## config.mk

```make
export PLATFORM = sky130hd
export DESIGN_NAME = cpu_datapath_flat
export DESIGN_NICKNAME = d
export VERILOG_FILES = /design/src/rtl/cpu_datapath_if.sv /design/src/rtl/cpu_datapath.sv /design/src/flat_wrapper.sv
export SDC_FILE = /design/constraint.sdc
export NUM_CORES = 1
export LEC_CHECK = 0
export BUFFER_PORTS_ARGS = -buffer_cell sky130_fd_sc_hd__buf_2
export CAP_MARGIN = 20
export CORE_AREA = 2 2 92 85
export DETAILED_ROUTE_END_ITERATION = 12
export DIE_AREA = 0 0 94 87
export PLACE_DENSITY = 0.66
export SLEW_MARGIN = 20
export SYNTH_ARGS = -nofsm -noshare
export SYNTH_HDL_FRONTEND = slang
export SYNTH_SLANG_ARGS = --single-unit
```

## constraint.sdc

```tcl
create_clock -name clk -period 5.2 [get_ports clk]
set_input_delay 0.26 -clock clk [delete_from_list [all_inputs] [get_ports clk]]
set_output_delay 0.26 -clock clk [all_outputs]
set_load 0.02 [all_outputs]
```

## src/rtl/cpu_datapath_if.sv

```systemverilog
// cpu_datapath_if: strobe and status bundle between the CPU controller and the
// register/ALU datapath.
//   master : controller side, drives Enable/Tristate/ALUOp/InstrBus and observes
//            out_data, bus_mon, carry, zero, bus_conflict.
//   slave  : datapath side, the reverse directions.
interface cpu_datapath_if #(
  parameter int WIDTH = 8
);
  logic [6:0]       Enable;       // [3:0] R0-R3 load, [4] A load, [5] ALU execute, [6] OUT load
  logic [5:0]       Tristate;     // [3:0] R0-R3 drive, [4] Y drives, [5] immediate drives
  logic [1:0]       ALUOp;        // 00 add, 01 sub, 10 and, 11 or
  logic [3:0]       InstrBus;     // immediate nibble
  logic [WIDTH-1:0] out_data;     // store/output latch
  logic [WIDTH-1:0] bus_mon;      // current bus value
  logic             carry;        // carry (add) / borrow (sub)
  logic             zero;         // last ALU result was zero
  logic             bus_conflict; // sticky multi-driver indication

  modport master (
    output Enable, Tristate, ALUOp, InstrBus,
    input  out_data, bus_mon, carry, zero, bus_conflict
  );

  modport slave (
    input  Enable, Tristate, ALUOp, InstrBus,
    output out_data, bus_mon, carry, zero, bus_conflict
  );
endinterface

```

## src/rtl/cpu_datapath.sv

```systemverilog
// cpu_datapath: four general registers R0-R3, ALU operand latch A, result latch Y,
// output latch and flags, all joined by a single shared bus. The bus is a
// priority mux standing in for a tristate bus: the lowest-index Tristate source
// wins, and more than one active driver sets a sticky bus_conflict flag.
// Ports:
//   clk       : system clock, every state update on posedge
//   clr       : synchronous active-high reset
//   clearRegs : synchronous register clear from the controller, same effect as clr
//   dp        : cpu_datapath_if.slave strobes in, out_data/bus_mon/flags out
module cpu_datapath #(
  parameter int WIDTH = 8
) (
  input  logic           clk,
  input  logic           clr,
  input  logic           clearRegs,
  cpu_datapath_if.slave  dp
);

  localparam int NREG = 4;

  typedef enum logic [1:0] {
    OP_ADD = 2'b00,
    OP_SUB = 2'b01,
    OP_AND = 2'b10,
    OP_OR  = 2'b11
  } alu_op_e;

  logic [WIDTH-1:0] regs_q [NREG];
  logic [WIDTH-1:0] regs_d [NREG];
  logic [WIDTH-1:0] a_q, a_d;
  logic [WIDTH-1:0] y_q, y_d;
  logic [WIDTH-1:0] out_q, out_d;
  logic             carry_q, carry_d;
  logic             zero_q, zero_d;
  logic             conflict_q, conflict_d;

  logic [WIDTH-1:0] bus;
  logic             multi_drive;
  alu_op_e          alu_op;
  logic [WIDTH-1:0] alu_y;
  logic             alu_c;

  // Bus source select: lowest index wins when several drivers are enabled.
  always_comb begin
    bus = '0;
    if      (dp.Tristate[0]) bus = regs_q[0];
    else if (dp.Tristate[1]) bus = regs_q[1];
    else if (dp.Tristate[2]) bus = regs_q[2];
    else if (dp.Tristate[3]) bus = regs_q[3];
    else if (dp.Tristate[4]) bus = y_q;
    else if (dp.Tristate[5]) bus = {{(WIDTH-4){1'b0}}, dp.InstrBus};
  end

  // Clearing the lowest set bit leaves something only if two or more were set.
  assign multi_drive = (dp.Tristate & (dp.Tristate - 6'd1)) != 6'd0;

  assign alu_op = alu_op_e'(dp.ALUOp);

  // ALU always sees the registered A, so a same-cycle A load does not disturb it.
  always_comb begin
    alu_y = '0;
    alu_c = 1'b0;
    case (alu_op)
      OP_ADD: {alu_c, alu_y} = {1'b0, a_q} + {1'b0, bus};
      OP_SUB: begin
        alu_y = a_q - bus;
        alu_c = (a_q < bus);  // borrow
      end
      OP_AND: alu_y = a_q & bus;
      default: alu_y = a_q | bus;
    endcase
  end

  // NOTE: every output of a combinational block gets a default first (here "hold"),
  // so no path through the block leaves a signal unassigned and no latch is inferred.
  always_comb begin
    regs_d     = regs_q;
    a_d        = a_q;
    y_d        = y_q;
    out_d      = out_q;
    carry_d    = carry_q;
    zero_d     = zero_q;
    conflict_d = conflict_q | multi_drive;

    for (int i = 0; i < NREG; i++) begin
      if (dp.Enable[i]) regs_d[i] = bus;
    end
    if (dp.Enable[4]) a_d = bus;
    if (dp.Enable[5]) begin
      y_d     = alu_y;
      carry_d = alu_c;
      zero_d  = (alu_y == '0);
    end
    if (dp.Enable[6]) out_d = bus;
  end

  // NOTE: state registers use non-blocking assignments so every flop samples the
  // pre-edge values; blocking here would let one register see another's new value.
  // NOTE: the register file is only four words held in flops, and software relies on
  // R0-R3 reading zero after a clear, so it is reset like every other piece of state.
  always_ff @(posedge clk) begin
    if (clr || clearRegs) begin
      for (int i = 0; i < NREG; i++) regs_q[i] <= '0;
      a_q        <= '0;
      y_q        <= '0;
      out_q      <= '0;
      carry_q    <= 1'b0;
      zero_q     <= 1'b0;
      conflict_q <= 1'b0;
    end else begin
      for (int i = 0; i < NREG; i++) regs_q[i] <= regs_d[i];
      a_q        <= a_d;
      y_q        <= y_d;
      out_q      <= out_d;
      carry_q    <= carry_d;
      zero_q     <= zero_d;
      conflict_q <= conflict_d;
    end
  end

  assign dp.out_data     = out_q;
  assign dp.bus_mon      = bus;
  assign dp.carry        = carry_q;
  assign dp.zero         = zero_q;
  assign dp.bus_conflict = conflict_q;

endmodule

```

## src/flat_wrapper.sv

```systemverilog
// flat-port wrapper written by rule: the top's interface ports become plain ports
module cpu_datapath_flat 
#(
  parameter int WIDTH = 8
)
  (clk, clr, clearRegs, dp_Enable, dp_Tristate, dp_ALUOp, dp_InstrBus, dp_out_data, dp_bus_mon, dp_carry, dp_zero, dp_bus_conflict);
  cpu_datapath_if #(.WIDTH(WIDTH)) dp_i ();
  input  logic clk;
  input  logic clr;
  input  logic clearRegs;
  input wire logic [$bits(dp_i.Enable)-1:0] dp_Enable;
  input wire logic [$bits(dp_i.Tristate)-1:0] dp_Tristate;
  input wire logic [$bits(dp_i.ALUOp)-1:0] dp_ALUOp;
  input wire logic [$bits(dp_i.InstrBus)-1:0] dp_InstrBus;
  output wire logic [$bits(dp_i.out_data)-1:0] dp_out_data;
  output wire logic [$bits(dp_i.bus_mon)-1:0] dp_bus_mon;
  output wire logic [$bits(dp_i.carry)-1:0] dp_carry;
  output wire logic [$bits(dp_i.zero)-1:0] dp_zero;
  output wire logic [$bits(dp_i.bus_conflict)-1:0] dp_bus_conflict;
  assign dp_i.Enable = dp_Enable;
  assign dp_i.Tristate = dp_Tristate;
  assign dp_i.ALUOp = dp_ALUOp;
  assign dp_i.InstrBus = dp_InstrBus;
  assign dp_out_data = dp_i.out_data;
  assign dp_bus_mon = dp_i.bus_mon;
  assign dp_carry = dp_i.carry;
  assign dp_zero = dp_i.zero;
  assign dp_bus_conflict = dp_i.bus_conflict;
  cpu_datapath #(.WIDTH(WIDTH)) u_core (.clk(clk), .clr(clr), .clearRegs(clearRegs), .dp(dp_i));
endmodule
```

==> out/metrics.csv <==
stage;metric;value;unit
sta;final.setup_skew;0.0110;ns
sta;report.final.setup_viol;0;
sta;slew_violations;0;
clock_tree;cts_max_level;3;
finish;fillerInstances;699;
critical_path;timing.critical_path.cells;a22oi_1, nor2_1, a21oi_1, nor2_1, a21oi_1, o21ai_0, mux2i_1, inv_1, ha_1, a211oi_1, o21ai_1, and2_1, o21a_1, o31ai_1, o21ai_0, and3_1, nor3_1, o31ai_2;
critical_path;critical-path-slowest-cell;sky130_fd_sc_hd__mux2i_1;
logic_synthesis;synth.ff_latch_count;59;
logic_synthesis;synth_largest_area_cell;sky130_fd_sc_hd__dfxtp_1;
clock_tree;tritoncts;yes;
routing;routed_length_per_placed_instance;14.7;µm
logic_synthesis;postSynth.asyncResetShare;0;%
clock_tree;hold_buffers;0;
pwr;power_frac_comb;14.6;%
sta;finalSetupTns;0;ns
routing;firstDrtPassIters;4;
logic_synthesis;synth_cell_types;50;
floorplanning;die_area;8180;µm²
finish;share_of_post_route_cells_with_drive_strength_above_1;16.1;%
finish;layout_commonest_cell;sky130_fd_sc_hd__nor2_1;
clock_tree;post_cts.resized_instances;0;
critical_path;crit_path_end_kind;flip-flop;
critical_path;timing.critical_path.from_type;flip-flop;
run_status;run_status;finished, final reports clean;
floorplanning;dieWidth;94;µm
pwr;switching_power;272;µW
finish;leading_cell_types_in_the_layout_fill_and_taps_excluded;sky130_fd_sc_hd__nor2_1 (74), sky130_fd_sc_hd__dfxtp_1 (59), sky130_fd_sc_hd__mux2i_1 (45);
finish;antenna-diode-count;0;
routing;avgViaCountPerCell;5.31;
global_routing;grt_max_degree;61;
place;post-dp-hpwl;5860;µm
critical_path;wp_data_required;5.40;ns
floorplanning;dieHeight;87;µm
clock_tree;cts.repair_timing.setup_buffer_count;0;
pwr;static-leakage-power;0.00173;µW
logic_synthesis;seq_area_frac_synth;33.3;%
pwr;pwr_density_cell;247;nW/µm²
global_routing;groute.usage.overall;21.0;%
finish;synthToLayoutAreaGrowth;12.4;%
logic_synthesis;netlist_area;3550;µm²
floorplanning;core_region_area;7320;µm²
sta;timing_hold_violations_final;0;
pwr;clkPwrFrac;38.1;%
critical_path;timing.critical_path.max_delay_family;compound AO/OA/AOI/OAI gates;
global_routing;grt_first_pass_wirelength;13400;µm
sta;timing.fmax;0.253;GHz
critical_path;cp_class;flip-flop to flip-flop;
logic_synthesis;synthFlopType;sky130_fd_sc_hd__dfxtp_1;
global_routing;grt_antenna_before_repair;0;
place;port_buffers;40;
logic_synthesis;synth_enable_flop_cells;0;
floorplanning;effective_utilization_at_floorplan;48.5;%
clock_tree;cts.sinks;59;
clock_tree;worst_setup_hold_path_clk_slew;0.07;ns
hold_path;hold_path_class;input pin to flip-flop;
logic_synthesis;yosys.area.top_type_share;33.3;%
sta;whs;0.341;ns
pwr;seq_power_share;47.3;%
clock_tree;clock_tree.root_cell;sky130_fd_sc_hd__clkbuf_8;
clock_tree;worstSkewPairLatency;0.33;ns
routing;detail_route.drc_violations;0;
sta;unrepaired_setup_endpoints_after_global_routing;false;
logic_synthesis;mappedNetlistNets;475;
critical_path;worst_ep_arrival_time;4.16;ns
pwr;p_int;714;µW
pwr;vdd_drop_max;0.000161;V
routing;num_vias;2947;
critical_path;critPathMaxFanout;10;
critical_path;cp_slowest_stage_delay;0.65;ns
global_routing;grt_overflow;0;
place;dpl.cell_count;539;
logic_synthesis;yosys-top-cells-area;sky130_fd_sc_hd__dfxtp_1 (33%), sky130_fd_sc_hd__mux2i_1 (13%), sky130_fd_sc_hd__ha_1 (10%), sky130_fd_sc_hd__nor2_1 (7.8%), sky130_fd_sc_hd__a211oi_1 (4.9%);
logic_synthesis;postSynthCellCount;423;
finish;layout.nets;506;
routing;drt_iter0_drc;107;
pwr;switching_portion_of_total_power;27.6;%
finish;finish.cell_count_without_fillers;555;
routing;routed_wirelength;8150;µm
clock_tree;cts.path.max_buffers;2;
sta;max_slew.worst_pin.slew;0.832;ns
global_routing;grt_pass1_vias;2734;
floorplanning;placementRows;30;
logic_synthesis;yosysWarnings;0;
place;place_congestion;0.882;
sta;min_period_over_period;76.0;%
job;max-cap-violations;0;
sta;timing.final.crit_period;3.95;ns
routing;postRouteAntennaNets;0;
clock_tree;cts_made_buffers;9;
sta;max_slew_headroom;42.9;%
logic_synthesis;synthesis.area_per_instance;8.39;µm²
floorplanning;ioPinCount;41;
critical_path;cp_bufs_invs;1;
Yosys cell counts (all sizes together) (4+ instances only):
master   n
a211oi  23
clkbuf  23
nand2   31
mux2i   45
nor3b    4
nand3b   4
nor3     4
nor2    74
nor2b    5
inv     22
dfxtp   59
a21oi   28
o21ai   19
ha      29
nand2b   4
xor2     4
power by group through the flow:
stage	clock, µW	combinational, µW	sequential (µW)
2_1_floorplan	0	106	478
3_3_place_gp	0	142	477
3_5_place_dp	0	143	477
4_1_cts	388	144	466
5_1_grt	406	160	467
6_report	376	144	467
layout make-up:
cell class	count	area, µm²	share of cell area [%]
multi-input cells	316	2180	54.7
flip-flops and latches	59	1180	29.6
repair buffers	46	245	6.15
clock buffers	12	155	3.89
well taps	96	120	3.01
inverters	22	82.6	2.07
clock inverters	4	25.0	0.627
cells by family after synthesis:
group	synth area share, %
mux	14.6
buf+inv	5.32
fa+ha+maj	11.1
simple gates	17.3
compound gates	17.2
xor+xnor	1.23
flops	33.3
sequential cells by signal, summed over array words and instances, names as in the netlist:
register,cells
u_core.dp.bus_conflict,1
u_core.dp.carry,1
u_core.dp.out_data,8
u_core.regs_q,32
u_core.dp.zero,1
u_core.a_q,8
u_core.y_q,8
tightest hold or removal path, delay by kind of cell:
kind            cells  cell delay (ns)
simple gates        1             0.12
compound gates      1             0.05
buf+inv             1             0.20
routing by layer:
| metal | track usage, % | part of all wire [%] | vias to the layer above |
|---|---|---|---|
| met5 | 0 | 0 | - |
| met3 | 5.28 | 4.2 | 9 |
| met1 | 28.0 | 49 | 1359 |
| met4 | 5.14 | 1.0 | 0 |
| met2 | 34.2 | 46 | 55 |
| li1 | - | - | 1524 |
final timing paths:
check                        from               end  slack, ns  cells past startpoint
setup / recovery    u_core.y_q[2]    u_core.dp.zero       1.25                     18
hold / removal       dp_Enable[2]  u_core.regs_q[8]       0.34                      3
setup reg to reg    u_core.y_q[2]    u_core.dp.zero       1.25                     18
hold reg to reg   u_core.dp.carry   u_core.dp.carry       0.47                      2
metrics by stage:
step                setup slack, ns  total power [µW]  cell area [µm²]  util [%]
finish                         1.25               986             3990      54.5
floorplan                      1.52               583             3550         -
CTS                            1.22               999             3990      54.5
global placement               1.19               619             3810      52.1
global route                  0.829              1030             3990      54.5
detailed placement            0.994               620             3810      52.1
Note: power is estimated with default switching activity, not from simulation.
